<file path="src/rtl/selector_juego_if.sv">
// Game-select bundle: raw joystick buttons and direct keys in, one-hot selection out.
interface selector_juego_if;
  logic       i_btn_next_n;
  logic       i_btn_prev_n;
  logic [6:0] i_direct;
  logic [6:0] o_gamesel;
  logic       o_changed;
  logic       o_game_reset;

  modport master (
    output i_btn_next_n, i_btn_prev_n, i_direct,
    input  o_gamesel, o_changed, o_game_reset
  );

  modport slave (
    input  i_btn_next_n, i_btn_prev_n, i_direct,
    output o_gamesel, o_changed, o_game_reset
  );
endinterface

</file>
<file path="src/rtl/selector_juego.sv">
// selector_juego: one-hot game selector for the AY-3-8500 game-mode decoder.
// Debounces NEXT/PREV joystick buttons, accepts direct-select keys, rotates
// with wrap-around over NUM_GAMES games and holds the selection.
// Optional feature macro GAMESEL_AUTORESET_EN: pulse o_game_reset for
// RESET_PULSE_CYCLES cycles on every selection change.
module selector_juego #(
  parameter int DEBOUNCE_CYCLES    = 500000,
  parameter int NUM_GAMES          = 7,
  parameter int RESET_PULSE_CYCLES = 16
) (
  input logic              clk,
  input logic              reset,
  selector_juego_if.slave  bus
);

  localparam int         CNT_W     = $clog2(DEBOUNCE_CYCLES);
  localparam logic [6:0] GAME_MASK = 7'((1 << NUM_GAMES) - 1);

  // Reject configurations the selector cannot represent at elaboration time.
  if (DEBOUNCE_CYCLES < 2 || NUM_GAMES < 1 || NUM_GAMES > 7 || RESET_PULSE_CYCLES < 1) begin : g_bad_params
    $error("selector_juego: illegal parameter combination");
  end

  // Index 0 = NEXT, index 1 = PREV; inverted so that pressed = 1.
  logic [1:0] btn_pressed;
  logic [1:0] press_evt;
  assign btn_pressed = {~bus.i_btn_prev_n, ~bus.i_btn_next_n};

  genvar gi;
  generate
    for (gi = 0; gi < 2; gi++) begin : g_btn
      logic [1:0]       sync_q, sync_d;
      logic             deb_q, deb_d;
      logic [CNT_W-1:0] cnt_q, cnt_d;
      logic             press_q, press_d;

      // Synchronize, then accept a new level only after it has differed for DEBOUNCE_CYCLES cycles.
      always_comb begin
        sync_d  = {sync_q[0], btn_pressed[gi]};
        deb_d   = deb_q;
        cnt_d   = '0;
        press_d = 1'b0;
        if (sync_q[1] != deb_q) begin
          if (cnt_q == CNT_W'(DEBOUNCE_CYCLES - 1)) begin
            deb_d   = sync_q[1];
            press_d = sync_q[1];   // only a released->pressed flip is an event
          end else begin
            cnt_d = cnt_q + CNT_W'(1);
          end
        end
      end

      // Button path registers; reset forces the released state.
      always_ff @(posedge clk) begin
        if (reset) begin
          sync_q  <= '0;
          deb_q   <= 1'b0;
          cnt_q   <= '0;
          press_q <= 1'b0;
        end else begin
          sync_q  <= sync_d;
          deb_q   <= deb_d;
          cnt_q   <= cnt_d;
          press_q <= press_d;
        end
      end

      assign press_evt[gi] = press_q;
    end
  endgenerate

  logic [6:0] direct_prev_q, direct_prev_d;
  logic [6:0] direct_rise, direct_pick;
  logic [6:0] rot_up, rot_dn;
  logic [6:0] gamesel_q, gamesel_d;
  logic       changed_q, changed_d;

  // Direct-key edges (lowest valid index wins) and the two rotations of the current selection.
  always_comb begin
    direct_prev_d = bus.i_direct;
    direct_rise   = bus.i_direct & ~direct_prev_q & GAME_MASK;
    direct_pick   = direct_rise & (~direct_rise + 7'd1);
    rot_up        = '0;
    rot_dn        = '0;
    rot_up[0]     = gamesel_q[NUM_GAMES-1];
    rot_dn[NUM_GAMES-1] = gamesel_q[0];
    for (int i = 1; i < NUM_GAMES; i++) begin
      rot_up[i]   = gamesel_q[i-1];
      rot_dn[i-1] = gamesel_q[i];
    end
  end

  // Selection priority: direct key, then simultaneous NEXT+PREV (hold), then NEXT, then PREV.
  always_comb begin
    gamesel_d = gamesel_q;
    if (|direct_rise) begin
      gamesel_d = direct_pick;
    end else if (!(press_evt[0] && press_evt[1])) begin
      if (press_evt[0]) begin
        gamesel_d = rot_up;
      end else if (press_evt[1]) begin
        gamesel_d = rot_dn;
      end
    end
    changed_d = (gamesel_d != gamesel_q);
  end

  // Selection registers; tennis after reset.
  always_ff @(posedge clk) begin
    if (reset) begin
      direct_prev_q <= '0;
      gamesel_q     <= 7'b0000001;
      changed_q     <= 1'b0;
    end else begin
      direct_prev_q <= direct_prev_d;
      gamesel_q     <= gamesel_d;
      changed_q     <= changed_d;
    end
  end

  assign bus.o_gamesel = gamesel_q;
  assign bus.o_changed = changed_q;

`ifdef GAMESEL_AUTORESET_EN
  localparam int RP_W = $clog2(RESET_PULSE_CYCLES + 1);
  logic [RP_W-1:0] pulse_cnt_q, pulse_cnt_d;

  // Reload on every change so a change during a pulse restarts it; otherwise count down to zero.
  always_comb begin
    pulse_cnt_d = pulse_cnt_q;
    if (changed_d) begin
      pulse_cnt_d = RP_W'(RESET_PULSE_CYCLES);
    end else if (pulse_cnt_q != '0) begin
      pulse_cnt_d = pulse_cnt_q - RP_W'(1);
    end
  end

  // Pulse counter register.
  always_ff @(posedge clk) begin
    if (reset) begin
      pulse_cnt_q <= '0;
    end else begin
      pulse_cnt_q <= pulse_cnt_d;
    end
  end

  assign bus.o_game_reset = (pulse_cnt_q != '0);
`else
  assign bus.o_game_reset = 1'b0;
`endif

endmodule

</file>
<file path="src/flat_wrapper.sv">
// flat-port wrapper written by rule: the top's interface ports become plain ports
module selector_juego_flat 
#(
  parameter int DEBOUNCE_CYCLES    = 500000,
  parameter int NUM_GAMES          = 7,
  parameter int RESET_PULSE_CYCLES = 16
)
  (clk, reset, bus_i_btn_next_n, bus_i_btn_prev_n, bus_i_direct, bus_o_gamesel, bus_o_changed, bus_o_game_reset);
  selector_juego_if bus_i ();
  input logic clk;
  input logic reset;
  input wire logic [$bits(bus_i.i_btn_next_n)-1:0] bus_i_btn_next_n;
  input wire logic [$bits(bus_i.i_btn_prev_n)-1:0] bus_i_btn_prev_n;
  input wire logic [$bits(bus_i.i_direct)-1:0] bus_i_direct;
  output wire logic [$bits(bus_i.o_gamesel)-1:0] bus_o_gamesel;
  output wire logic [$bits(bus_i.o_changed)-1:0] bus_o_changed;
  output wire logic [$bits(bus_i.o_game_reset)-1:0] bus_o_game_reset;
  assign bus_i.i_btn_next_n = bus_i_btn_next_n;
  assign bus_i.i_btn_prev_n = bus_i_btn_prev_n;
  assign bus_i.i_direct = bus_i_direct;
  assign bus_o_gamesel = bus_i.o_gamesel;
  assign bus_o_changed = bus_i.o_changed;
  assign bus_o_game_reset = bus_i.o_game_reset;
  selector_juego #(.DEBOUNCE_CYCLES(DEBOUNCE_CYCLES), .NUM_GAMES(NUM_GAMES), .RESET_PULSE_CYCLES(RESET_PULSE_CYCLES)) u_core (.clk(clk), .reset(reset), .bus(bus_i));
endmodule
</file>
<file path="config.mk">
export PLATFORM = sky130hd
export DESIGN_NAME = selector_juego_flat
export DESIGN_NICKNAME = d
export VERILOG_FILES = /design/src/rtl/selector_juego_if.sv /design/src/rtl/selector_juego.sv /design/src/flat_wrapper.sv
export SDC_FILE = /design/constraint.sdc
export NUM_CORES = 1
export LEC_CHECK = 0
export ABC_AREA = 1
export BUFFER_PORTS_ARGS = -buffer_cell sky130_fd_sc_hd__buf_2
export CORE_AREA = 4 4 98 82
export DETAILED_ROUTE_END_ITERATION = 8
export DIE_AREA = 0 0 102 86
export PLACE_DENSITY = 0.65
export SETUP_SLACK_MARGIN = 0.15
export SLEW_MARGIN = 5
export SYNTH_ARGS = -nofsm -noshare
export SYNTH_HDL_FRONTEND = slang
export SYNTH_SLANG_ARGS = --single-unit
</file>
<file path="constraint.sdc">
create_clock -name clk -period 1.6 [get_ports clk]
set_clock_uncertainty 0.1 [all_clocks]
set_input_delay 0.32 -clock clk [delete_from_list [all_inputs] [get_ports clk]]
set_output_delay 0.32 -clock clk [all_outputs]
set_load 0.01 [all_outputs]
</file>
* Word-level counts from Yosys, hierarchy flattened
Index checks and enable logic that the tools add are counted.
** Storage, ports and cells
- Logic and storage cells :: 41
- Input bits :: 11
- Output and inout bits :: 9
- Register bits after elaboration :: 61
** Operators by class
- Multiplexer cells :: 4
- Add/sub/neg operators :: 3
- Reduce and logical (&&, ||, !) cells :: 8
- Eq/ne operators :: 5
- Bitwise operators :: 10
** Operators with widths (count)
- $add A19 B1 Y19 const B :: 2
- $eq A19 B19 Y1 const B :: 2
- $mux W7 :: 4
- $and A7 B7 Y7 :: 2
- $not A7 Y7 :: 2
- $reduce_or A3 Y1 :: 4
- $add A7 B1 Y7 const B :: 1
- $ne A7 B7 Y1 :: 1
- $reduce_or A7 Y1 :: 1
- $not A1 Y1 :: 6
- $reduce_and A2 Y1 :: 2
- $ne A1 B1 Y1 :: 2
- $logic_and A1 B1 Y1 :: 1

* Logic depth before layout (Yosys ltp)
- Depth after elaboration :: 7
- Gate-level depth with buffers :: 13

* Worst setup path after synthesis
No wires, ideal clock.
- Kind :: register to register
- Start :: register u_core.g_btn[0].cnt_q[0]
- End :: register u_core.g_btn[0].cnt_q[16]
- Setup time :: 0.058 ns
- Period minus slack after synthesis :: 1.571 ns
- Path slack :: 0.029 ns
- Data required time :: 1.442 ns
- Cell stages (with the launch flop) :: 13
- Arrival time :: 1.413 ns
- Cell sequence :: dfxtp_1 > ha_1 > nand2_1 > inv_2 > nand2_4 > nor2_8 > nand2_4 > nor2_4 > nand2_2 > nor2_2 > nand2_1 > a21oi_1 > o21a_1
** Between the ends
- Cells in the longest elaborated chain, start to end :: 2
- Elaborated cells between the ends (all ways) :: 3
** RTL lines
- start: declaration :: line selector_juego.sv:34 : logic [CNT_W-1:0] cnt_q, cnt_d;
- start signal: assignment :: line selector_juego.sv:63 : cnt_q <= cnt_d;
- branches (longest 2 deep; another with $add A19 B1 Y19)
Parallel ways; which one is timed is not known.
A chain may end at the register's enable or synchronous reset.

* Final worst setup path
- Start :: register u_core.g_btn[1].cnt_q[1]
- End :: register u_core.g_btn[1].cnt_q[18]
** Between the ends
- Cells in the longest elaborated chain, start to end :: 2
- Elaborated cells between the ends (all ways) :: 3
** RTL lines (line)
- start: declaration :: selector_juego.sv:34
- start signal: assignment :: selector_juego.sv:63
- branches (longest 2 deep; another with $add A19 B1 Y19)
Parallel ways; which one is timed is not known.

==> impl_metrics.json <==
{
  "dpl.hpwl_mm": 5.08,
  "p_leak_uw": 0.00183,
  "die_y_um": 86,
  "viasPerCell": 4.97,
  "grt_max_degree": 12,
  "finalCritPeriodShare_pct": 100,
  "synth_nets": 453,
  "power_density_nw_per_um2": 766,
  "synth_area_um2": 3080,
  "gp_congestion": 0.825,
  "holdBufCountCts": 0,
  "crit_slowest_cell": "dfxtp_2",
  "drc_errors": 0,
  "avgSynthCellArea_um2": 7.00,
  "htree_num_levels": 3,
  "endpoint_kind": "flip-flop",
  "cp.required_ps": 1770,
  "power.share.switching_pct": 22.6,
  "ys_ff_latch": 61,
  "outcome": "finished with violations",
  "hold_violations": 0,
  "post-route-cell-area_um2": 4410,
  "placed_area_um2": 3610,
  "row_count": 28,
  "cts_buffers": 9,
  "start_kind": "flip-flop",
  "switchingPower_uw": 764,
  "min_period_ps": 1610,
  "max_cap_violations": 0,
  "cts_root_buf": "clkbuf_8",
  "setup_viol": 2,
  "path_common_cell": "nor2_4",
  "synth_top_area_share_pct": 39.6,
  "clock_sinks": 61,
  "whs_ps": 27.7,
  "hp-class": "in2reg",
  "drt_iter0_drc": 116,
  "initial_core_util_pct": 43.1,
  "die_x_um": 102,
  "finalWirelength_mm": 7.74,
  "drive_above_1_share_pct": 39.4,
  "grt-ovfl-total": 0,
  "pwr-share-seq_pct": 46.1,
  "num_antenna_cells": 0,
  "vias": 3079,
  "grt_setup_unrepaired": "yes",
  "cts.clk_slew.worst_paths_ps": 70,
  "postRouteAntennaNets": 0,
  "fmax_mhz": 622,
  "synth_top_area_cell": "dfxtp_1",
  "grt_pass1_wl_mm": 12.6,
  "cts_buffer_depth": 2,
  "ioPinCount": 20,
  "p_int_uw": 2610,
  "synth-seq-area-share_pct": 39.6,
  "comb_power_share_pct": 7.9,
  "grt_use_total_pct": 17.9,
  "area_delta_synth_final_pct": 43.1,
  "clkPwrFrac_pct": 46.0,
  "routedWlPerCell_um": 12.5,
  "cp.arrival_ps": 1780,
  "clk_latency_ps": 340,
  "core_um2": 7150,
  "dieArea_um2": 8770,
  "timing.critical_path.buf_inv": 0,
  "antenna_found_initial": 0,
  "fin_ws_ps": -7.00,
  "path_cells": "ha_4 > nand2_4 > nor2_4 > nand3_2 > nor3_4 > nand2_2 > nor2_4 > nand2_1 > a21oi_1",
  "netlist_top_cells_area": "dfxtp_1 (40%), nand2_1 (13%), nand3_1 (8.0%)",
  "first_pass_iters": 5,
  "ir_worst_vdd_mv": 0.460,
  "fin_nets": 538,
  "cpPeakStageDelay_ps": 350,
  "violations": "setup timing",
  "yosysUniqueCellTypes": 39,
  "cts_tree": "done",
  "path_max_fanout": 5,
  "yosysWarnings": 0,
  "critical_path.top_delay_family": "simple AND/OR/NAND/NOR gates",
  "slew_violations": 0,
  "portBuffers": 18,
  "critPathKind": "reg2reg",
  "synthCells": 440,
  "grt_pass1_vias": 2921
}
path summary, 6_finish.rpt:
check	startpoint	to	depth (start not counted)	slack, ps
min	bus_i_btn_next_n	u_core.g_btn[0].sync_q[0]	2	30
max	u_core.g_btn[1].cnt_q[1]	u_core.g_btn[1].cnt_q[18]	9	-7
min reg2reg	u_core.g_btn[1].sync_q[0]	u_core.g_btn[1].sync_q[1]	2	300
max reg2reg	u_core.g_btn[1].cnt_q[1]	u_core.g_btn[1].cnt_q[18]	9	-7
synth_stat cells, drive strengths merged:
library cell and number:
nand2 113, nor2 62, dfxtp 61, inv 60
nand3 52, a21oi 23, nor3 11, nand4 10
xor2 7, buf 5, nor3b 5, nor4 5
xnor2 4, a211oi 3, o21a 3, o21ai 3
or2 3, clkbuf 2, ha 2, a21o 1
and3 1, clkinv 1, conb 1, nand3b 1
o211ai 1
cell type report:
type	count	area, um2
clock buffer	12	155
clock inverter	4	70.1
fill	649	2740
inverter	61	238
multi-input combinational	313	1960
sequential	61	1240
tap	90	113
timing repair buffer	79	629
layout by cell type (no fill, tap or decap), drive strengths merged:
cell and instances:
nand4 10, nand3 52, dfxtp 61, a21o 1
o21a 3, xnor2 4, bufinv 2, xor2 7
buf 79, inv 60, nor2 64, o21ai 3
nor3b 5, nand2 113, or2 3, conb 1
nor3 11, nand3b 1, a21oi 23, clkbuf 12
o211ai 1, a211oi 3, and3 1, clkinv 3
ha 2, nor4 5
cells by family (layout without fill, tap and decap cells):
family	count (synthesis)	count (layout)	share of synthesized area [%]
compound gates	34	34	6.30
xor+xnor	11	11	3.13
fa+ha+maj	2	2	0.812
buf+inv	68	156	8.81
flops	61	61	39.6
other cells	1	1	0.122
simple gates	263	265	41.2
routing by layer:
| layer | vias up | track usage [%] | wire length, um |
|---|---|---|---|
| li1 | 1589 | - | - |
| met1 | 1413 | 22.2 | 3570 |
| met2 | 65 | 29.4 | 3740 |
| met3 | 12 | 5.12 | 322 |
| met4 | 0 | 6.91 | 107 |
| met5 | - | 0 | 0 |
per-stage QoR:
stage / setup TNS, ps / setup slack, ps / std cells / utilization, % / total power [uW]
after floorplan: 0 / 29.5 / 440 / - / 1710
after detailed placement: -127 / -81.9 / 581 / 50.5 / 1810
after CTS: 0 / 10.4 / 613 / 57.7 / 3380
after global placement: -45.7 / -45.7 / 581 / 50.5 / 1800
after global routing: -1420 / -116 / 620 / 61.7 / 3530
final: -10.8 / -7.00 / 620 / 61.7 / 3380
sequential cells by signal (all words and copies together) (netlist names):
| register | flops |
|---|---|
| u_core.g_btn.sync_q | 4 |
| u_core.direct_prev_q | 7 |
| u_core.g_btn.deb_q | 2 |
| u_core.bus.o_gamesel | 7 |
| u_core.g_btn.press_q | 2 |
| u_core.bus.o_changed | 1 |
| u_core.g_btn.cnt_q | 38 |
what timing repair did:
item | in CTS | in global routing
pin swaps | 6 | 16
gates resized for setup | 39 | 66
setup endpoints to repair | 42 | 46
cloned | 1 | 2
buffers inserted | 15 | 5
power groups by stage:
stage / Sequential, uW / Combinational [uW] / Clock (uW)
2_1_floorplan: 1590 / 120 / 0
3_3_place_gp: 1590 / 210 / 0
3_5_place_dp: 1590 / 214 / 0
4_1_cts: 1560 / 232 / 1590
5_1_grt: 1560 / 297 / 1670
6_report: 1560 / 267 / 1550
Note: power is estimated with default switching activity, not from simulation.
